==> src/rtl/pointer_reg_bank_if.sv <==
// Bus-side signal bundle for pointer_reg_bank: write port, rewind/increment
// requests and the pointer/status outputs.
interface pointer_reg_bank_if #(
  parameter int unsigned WIDTH    = 8,
  parameter int unsigned CHANNELS = 2,
  parameter int unsigned SEL_W    = 1
);
  logic                      Wen;
  logic [SEL_W-1:0]          Sel;
  logic [1:0]                WMode;
  logic [WIDTH-1:0]          BusOut;
  logic [CHANNELS-1:0]       Rew;
  logic [CHANNELS-1:0]       Inc;
  logic [CHANNELS*WIDTH-1:0] Dout;
  logic [CHANNELS-1:0]       AtLimit;
  logic [CHANNELS-1:0]       Wrap;

  // Requester side: drives writes and per-channel ops, observes pointers.
  modport master (
    output Wen, Sel, WMode, BusOut, Rew, Inc,
    input  Dout, AtLimit, Wrap
  );

  // Register bank side.
  modport slave (
    input  Wen, Sel, WMode, BusOut, Rew, Inc,
    output Dout, AtLimit, Wrap
  );
endinterface

==> src/rtl/pointer_reg_bank.sv <==
// Bank of pointer channels, each with base and limit registers. Pointers load
// from the bus, rewind to base, or increment with wrap from limit to base. With
// CHAIN set, a wrap on channel i carries an increment into channel i+1 in the
// same cycle (the carry ripples combinationally through the whole bank).
module pointer_reg_bank #(
  parameter int unsigned WIDTH    = 8,
  parameter int unsigned CHANNELS = 2,
  parameter int unsigned SEL_W    = 1,
  parameter int unsigned CHAIN    = 1
) (
  input logic               Clk,
  input logic               RST,
  pointer_reg_bank_if.slave bus
);

  localparam logic [1:0] WmPtr     = 2'd0;
  localparam logic [1:0] WmPtrBase = 2'd1;
  localparam logic [1:0] WmLim     = 2'd2;
  localparam logic [1:0] WmNone    = 2'd3;

  logic [WIDTH-1:0]    ptr_q  [CHANNELS];
  logic [WIDTH-1:0]    ptr_d  [CHANNELS];
  logic [WIDTH-1:0]    base_q [CHANNELS];
  logic [WIDTH-1:0]    base_d [CHANNELS];
  logic [WIDTH-1:0]    lim_q  [CHANNELS];
  logic [WIDTH-1:0]    lim_d  [CHANNELS];
  logic [CHANNELS-1:0] wrap_q;
  logic [CHANNELS-1:0] carry;

  logic chain_en;
  assign chain_en = (CHAIN != 0);

  // Write decode, carry ripple and per-channel next-state selection.
  always_comb begin
    logic carry_prev;
    logic wr;
    logic wr_ptr;
    logic inc_eff;
    logic at_lim;
    carry_prev = 1'b0;
    carry      = '0;
    for (int i = 0; i < CHANNELS; i++) begin
      ptr_d[i]  = ptr_q[i];
      base_d[i] = base_q[i];
      lim_d[i]  = lim_q[i];

      // Out-of-range selects never match any channel, so they are dropped.
      wr      = bus.Wen && (32'(bus.Sel) == i) && (bus.WMode != WmNone);
      wr_ptr  = wr && ((bus.WMode == WmPtr) || (bus.WMode == WmPtrBase));
      // Own request and chained carry merge into a single increment.
      inc_eff = bus.Inc[i] | (chain_en & carry_prev);
      at_lim  = (ptr_q[i] == lim_q[i]);

      carry[i]   = inc_eff & at_lim & ~wr_ptr & ~bus.Rew[i];
      carry_prev = carry[i];

      if (wr_ptr) begin
        ptr_d[i] = bus.BusOut;
        if (bus.WMode == WmPtrBase) begin
          base_d[i] = bus.BusOut;
        end
      end else begin
        // A limit write leaves the pointer path open; compare uses the old limit.
        if (wr && (bus.WMode == WmLim)) begin
          lim_d[i] = bus.BusOut;
        end
        if (bus.Rew[i]) begin
          ptr_d[i] = base_q[i];
        end else if (inc_eff) begin
          ptr_d[i] = at_lim ? base_q[i] : ptr_q[i] + WIDTH'(1);
        end
      end
    end
  end

  // State registers with asynchronous reset to the power-on pointer window.
  always_ff @(posedge Clk or posedge RST) begin
    if (RST) begin
      for (int i = 0; i < CHANNELS; i++) begin
        ptr_q[i]  <= '0;
        base_q[i] <= '0;
        lim_q[i]  <= '1;
      end
      wrap_q <= '0;
    end else begin
      for (int i = 0; i < CHANNELS; i++) begin
        ptr_q[i]  <= ptr_d[i];
        base_q[i] <= base_d[i];
        lim_q[i]  <= lim_d[i];
      end
      wrap_q <= carry;
    end
  end

  // Outputs come straight from the registers.
  always_comb begin
    bus.Dout    = '0;
    bus.AtLimit = '0;
    for (int i = 0; i < CHANNELS; i++) begin
      bus.Dout[i*WIDTH +: WIDTH] = ptr_q[i];
      bus.AtLimit[i]             = (ptr_q[i] == lim_q[i]);
    end
    bus.Wrap = wrap_q;
  end

endmodule
==> src/flat_wrapper.sv <==
// flat-port wrapper written by rule: the top's interface ports become plain ports
module pointer_reg_bank_flat 
#(
  parameter int unsigned WIDTH    = 8,
  parameter int unsigned CHANNELS = 2,
  parameter int unsigned SEL_W    = 1,
  parameter int unsigned CHAIN    = 1
)
  (Clk, RST, bus_Wen, bus_Sel, bus_WMode, bus_BusOut, bus_Rew, bus_Inc, bus_Dout, bus_AtLimit, bus_Wrap);
  pointer_reg_bank_if #(.WIDTH(WIDTH), .CHANNELS(CHANNELS), .SEL_W(SEL_W)) bus_i ();
  input logic Clk;
  input logic RST;
  input wire logic [$bits(bus_i.Wen)-1:0] bus_Wen;
  input wire logic [$bits(bus_i.Sel)-1:0] bus_Sel;
  input wire logic [$bits(bus_i.WMode)-1:0] bus_WMode;
  input wire logic [$bits(bus_i.BusOut)-1:0] bus_BusOut;
  input wire logic [$bits(bus_i.Rew)-1:0] bus_Rew;
  input wire logic [$bits(bus_i.Inc)-1:0] bus_Inc;
  output wire logic [$bits(bus_i.Dout)-1:0] bus_Dout;
  output wire logic [$bits(bus_i.AtLimit)-1:0] bus_AtLimit;
  output wire logic [$bits(bus_i.Wrap)-1:0] bus_Wrap;
  assign bus_i.Wen = bus_Wen;
  assign bus_i.Sel = bus_Sel;
  assign bus_i.WMode = bus_WMode;
  assign bus_i.BusOut = bus_BusOut;
  assign bus_i.Rew = bus_Rew;
  assign bus_i.Inc = bus_Inc;
  assign bus_Dout = bus_i.Dout;
  assign bus_AtLimit = bus_i.AtLimit;
  assign bus_Wrap = bus_i.Wrap;
  pointer_reg_bank #(.WIDTH(WIDTH), .CHANNELS(CHANNELS), .SEL_W(SEL_W), .CHAIN(CHAIN)) u_core (.Clk(Clk), .RST(RST), .bus(bus_i));
endmodule
==> config.mk <==
export PLATFORM = sky130hd
export DESIGN_NAME = pointer_reg_bank_flat
export DESIGN_NICKNAME = d
export VERILOG_FILES = /design/src/rtl/pointer_reg_bank_if.sv /design/src/rtl/pointer_reg_bank.sv /design/src/flat_wrapper.sv
export SDC_FILE = /design/constraint.sdc
export NUM_CORES = 1
export LEC_CHECK = 0
export BUFFER_PORTS_ARGS = -buffer_cell sky130_fd_sc_hd__buf_2
export CORE_MARGIN = 2
export CORE_UTILIZATION = 52
export CTS_CLUSTER_SIZE = 14
export DETAILED_ROUTE_END_ITERATION = 6
export PLACE_DENSITY = 0.84
export SYNTH_ARGS = -nofsm -noshare
export SYNTH_HDL_FRONTEND = slang
export SYNTH_SLANG_ARGS = --single-unit
==> constraint.sdc <==
create_clock -name Clk -period 1.75 [get_ports Clk]
set_input_delay 0.35 -clock Clk [delete_from_list [all_inputs] [get_ports Clk]]
set_output_delay 0.35 -clock Clk [all_outputs]
set_load 0.02 [all_outputs]
==> impl_metrics.prom <==
# TYPE chip_impl_metric gauge
chip_impl_metric{name="syn-mean-instance-area",unit="um^2"} 11.8
chip_impl_metric{name="cts.path.max_buffers",unit=""} 2
chip_impl_info{name="result_of_the_run",value="finished, violations left"} 1
chip_impl_metric{name="synth-edff-count",unit=""} 0
chip_impl_metric{name="area_share_of_the_largest_cell_type_after_synthesis",unit="%"} 30.6
chip_impl_metric{name="timing.final.crit_share",unit="%"} 109
chip_impl_metric{name="ys_seq_area_share",unit="%"} 45.8
chip_impl_info{name="unrepaired_setup_endpoints_after_global_routing",value="yes"} 1
chip_impl_metric{name="port_buffers",unit=""} 37
chip_impl_metric{name="synth_seq_cells",unit=""} 50
chip_impl_metric{name="pwr_density_cell",unit="nW/um^2"} 1240
chip_impl_metric{name="cp.required",unit="ns"} 1.40
chip_impl_metric{name="grt_pass1_vias",unit=""} 2219
chip_impl_metric{name="intPower",unit="mW"} 2.83
chip_impl_metric{name="number_of_setup_violations_in_the_final_report",unit=""} 10
chip_impl_metric{name="chipHeight",unit="um"} 77.1
chip_impl_metric{name="number_of_nets_still_failing_antenna_checks_after_routing",unit=""} 0
chip_impl_metric{name="rrSetupSlack",unit="ns"} -0.09
chip_impl_metric{name="swShare",unit="%"} 34.9
chip_impl_info{name="ys_top_cells_by_count",value="dfrtp_1 (34), mux2_2 (32), xnor2_1 (17)"} 1
chip_impl_metric{name="slew-limit-headroom",unit="%"} 48.1
chip_impl_metric{name="grt_first_pass_wirelength",unit="um"} 11300
chip_impl_info{name="synth_area_leader_cell",value="dfrtp_1"} 1
chip_impl_metric{name="fmax",unit="MHz"} 523
chip_impl_metric{name="postCtsHoldBufs",unit=""} 0
chip_impl_info{name="failed_checks",value="setup timing"} 1
chip_impl_metric{name="static-leakage-power",unit="nW"} 1.53
chip_impl_info{name="cp-start-kind",value="register"} 1
chip_impl_metric{name="synth-adder-area-share",unit="%"} 0.901
chip_impl_metric{name="initial_antenna_violation_count",unit=""} 0
chip_impl_metric{name="grt_remaining_overflow",unit=""} 0
chip_impl_metric{name="insertion_delay",unit="ns"} 0.31
chip_impl_info{name="yosysMostFrequentCell",value="dfrtp_1"} 1
chip_impl_metric{name="pin_count_of_the_biggest_net_entering_global_routing",unit=""} 51
chip_impl_metric{name="synth_simple_gate_area_share",unit="%"} 10.9
chip_impl_metric{name="timing.clock.skew",unit="ns"} 0.00791
chip_impl_metric{name="cts_num_sinks",unit=""} 50
chip_impl_metric{name="drt-total-wl",unit="um"} 7210
chip_impl_metric{name="finalPower",unit="mW"} 4.35
chip_impl_metric{name="global_route.usage.total",unit="%"} 24.7
chip_impl_metric{name="clock_network_fraction_of_design_power",unit="%"} 18.7
chip_impl_metric{name="cts_made_buffers",unit=""} 5
chip_impl_info{name="critPathKind",value="register to output port"} 1
chip_impl_metric{name="final.hold.worst_slack",unit="ns"} 0.0594
chip_impl_metric{name="detailroute.via_count",unit=""} 2287
chip_impl_metric{name="worst-path-max-fanout",unit=""} 2
chip_impl_metric{name="fin_tns_setup",unit="ns"} -0.691
chip_impl_metric{name="layout.cells.non_filler",unit=""} 373
chip_impl_metric{name="drv_slew",unit=""} 0
chip_impl_info{name="timing.critical_path.from",value="u_core.lim_q[0]$_DFFE_PP1P_"} 1
chip_impl_metric{name="standard_cell_row_count",unit=""} 26
chip_impl_metric{name="final_core_util",unit="%"} 68.5
chip_impl_info{name="timing.critical_path.to_type",value="output port"} 1
chip_impl_info{name="biggest_area_contributors_in_the_synthesized_netlist",value="dfrtp_1 (31%), dfstp_2 (15%), mux2_2 (13%)"} 1
chip_impl_metric{name="synth_async_sr_flop_share",unit="%"} 100
chip_impl_metric{name="yosysWarnings",unit=""} 0
chip_impl_metric{name="drt-wirelength-per-cell",unit="um"} 19.3
chip_impl_info{name="hp-class",value="input port to async pin"} 1
chip_impl_metric{name="clkSlewWorstSetupHoldPaths",unit="ns"} 0.08
chip_impl_info{name="source_of_the_worst_register_to_register_timing_path",value="u_core.lim_q[0]$_DFFE_PP1P_"} 1
chip_impl_metric{name="netlist_instances",unit=""} 236
chip_impl_metric{name="initial_utilization",unit="%"} 54.0
chip_impl_metric{name="num_io_pins",unit=""} 38
chip_impl_metric{name="diodes",unit=""} 0
chip_impl_metric{name="cell_count_after_placement",unit=""} 359
chip_impl_metric{name="h-tree-depth",unit=""} 2
chip_impl_metric{name="die_w",unit="um"} 77.1
chip_impl_metric{name="fraction_of_layout_instances_using_a_drive_strength_above_1",unit="%"} 54.5
chip_impl_metric{name="first_pass_iters",unit=""} 5
chip_impl_metric{name="synth_cell_type_count",unit=""} 48
chip_impl_metric{name="detail_route.iter0.violations",unit=""} 223
chip_impl_metric{name="dp_hpwl",unit="um"} 4730
chip_impl_metric{name="nets",unit=""} 322
chip_impl_metric{name="core",unit="um^2"} 5140
chip_impl_metric{name="muxShareOfSynthArea",unit="%"} 17.0
chip_impl_metric{name="gp_routability_congestion",unit=""} 0.906
chip_impl_metric{name="cp_data_arrival_time",unit="ns"} 1.56
chip_impl_metric{name="cap_violations",unit=""} 0
chip_impl_info{name="ctsRootBufferMaster",value="clkbuf_8"} 1
chip_impl_metric{name="mappedNetlistNets",unit=""} 256
chip_impl_metric{name="worst_slew_pin_slew",unit="ns"} 0.772
chip_impl_metric{name="period_needed",unit="ns"} 1.91
chip_impl_metric{name="vdd_drop_max",unit="mV"} 0.589
chip_impl_metric{name="drcViolationCount",unit=""} 0
chip_impl_metric{name="setup_slack",unit="ns"} -0.161
chip_impl_metric{name="power_switching",unit="mW"} 1.51
chip_impl_metric{name="post_synthesis_cell_area",unit="um^2"} 2780
chip_impl_metric{name="hold_viol",unit=""} 0
chip_impl_metric{name="seq_power_share",unit="%"} 40.2
chip_impl_metric{name="route.detailed.vias_per_inst",unit=""} 6.13
chip_impl_info{name="main_combinational_cell_family_by_area_after_synthesis",value="multiplexers"} 1
chip_impl_info{name="synthFlopType",value="dfrtp_1"} 1
chip_impl_info{name="cts_tree",value="built"} 1
chip_impl_metric{name="synth-xor-area-share",unit="%"} 9.64
chip_impl_metric{name="combPwrFrac",unit="%"} 41.0
chip_impl_metric{name="floorplan.die_area",unit="um^2"} 5940
chip_impl_metric{name="synth_compound_area_share",unit="%"} 12.1
chip_impl_metric{name="syn_to_final_growth",unit="%"} 26.7
==> metal layers <==
layer,vias to the layer above,share of wire (%),wire [um],GRT usage [%]
met2,124,48,3430,38.9
met5,-,0,0,0
li1,996,-,-,-
met4,0,3.3,241,10.9
met1,1139,43,3070,33.5
met3,28,6.6,473,4.82
==> state kept, by name (all words and copies together), names as in the netlist <==
register and flops:
u_core.base_q 16, u_core.bus.Dout 16, u_core.lim_q 16, u_core.bus.Wrap 2
==> per-stage QoR <==
stage	setup WS, ns	cell area [um^2]
final	-0.161	3520
after CTS	-0.123	3460
after floorplan	0.00198	2810
after global placement	0.0186	3210
after global routing	-0.223	3520
after detailed placement	-0.0184	3210
==> cells by family (layout without fill, tap and decap cells) <==
group                    Yosys count  in the layout
AND/OR/NAND/NOR                   53             53
flip-flops                        50             50
AO/OA/AOI/OAI                     48             48
multiplexers                      42             42
XOR/XNOR                          25             25
buffers and inverters             16             83
adder cells (fa/ha/maj)            2              2
==> cell type report <==
class                           instances  area (um^2)
Fill cell                             376         1620
Multi-Input combinational cell        170         1540
Sequential cell                        50         1280
Timing Repair Buffer                   71          488
Tap cell                               70         87.6
Clock buffer                            6         72.6
Clock inverter                          2         37.5
Inverter                                4         15.0
==> timing repair <==
item / 4_1_cts / 5_1_grt
pin swaps: 10 / 5
hold endpoints to repair: 0 / 0
gates cloned: 0 / 0
resized for setup: 23 / 13
setup endpoints to repair: 9 / 17
buffers inserted: 5 / 1
==> power groups by stage <==
stage,Combinational (mW),Sequential [mW],Clock (mW)
global route,1.89,1.78,0.861
finish,1.78,1.75,0.815
floorplan,0.965,1.84,0
global placement,1.53,1.72,0
detailed placement,1.57,1.73,0
CTS,1.70,1.73,0.818
==> placed cells by master (no fill, tap or decap), drive strengths merged <==
master and n:
dfrtp 34, inv 4, buf 71, nor3 4
or3b 1, nor3b 1, xor2 3, nand4 6
mux2 35, clkbuf 6, o21a 2, o31a 1
and3b 1, nand3b 2, nand3 9, or3 4
a31oi 2, o211ai 4, a22o 3, clkinvlp 1
a21o 3, o2111ai 2, o31ai 2, bufinv 1
nor2 14, dfstp 16, mux2i 7, a21oi 11
and2 3, o41ai 1, xnor2 22, ha 2
o22ai 3, nand2 7, a22oi 6, and3 1
o21ai 7, o2111a 1
==> critical path: stages (launching register included) <==
cell	delay (ns)
dfstp_2	0.56
xnor2_2	0.12
nand4_1	0.17
buf_4	0.18
nor2_4	0.10
buf_6	0.13
==> path summary, 6_finish.rpt <==
check / cells past startpoint / endpoint
min: 3 / u_core.base_q[4]$_DFFE_PP0P_
max in group asynchronous: 3 / u_core.lim_q[13]$_DFFE_PP1P_
max reg2reg: 6 / u_core.bus.Dout[11]$_DFFE_PP0P_
min in group Clk: 2 / u_core.base_q[12]$_DFFE_PP0P_
min reg2reg: 1 / u_core.base_q[6]$_DFFE_PP0P_
max: 5 / bus_AtLimit[1]
(Power assumes the default switching activity.)
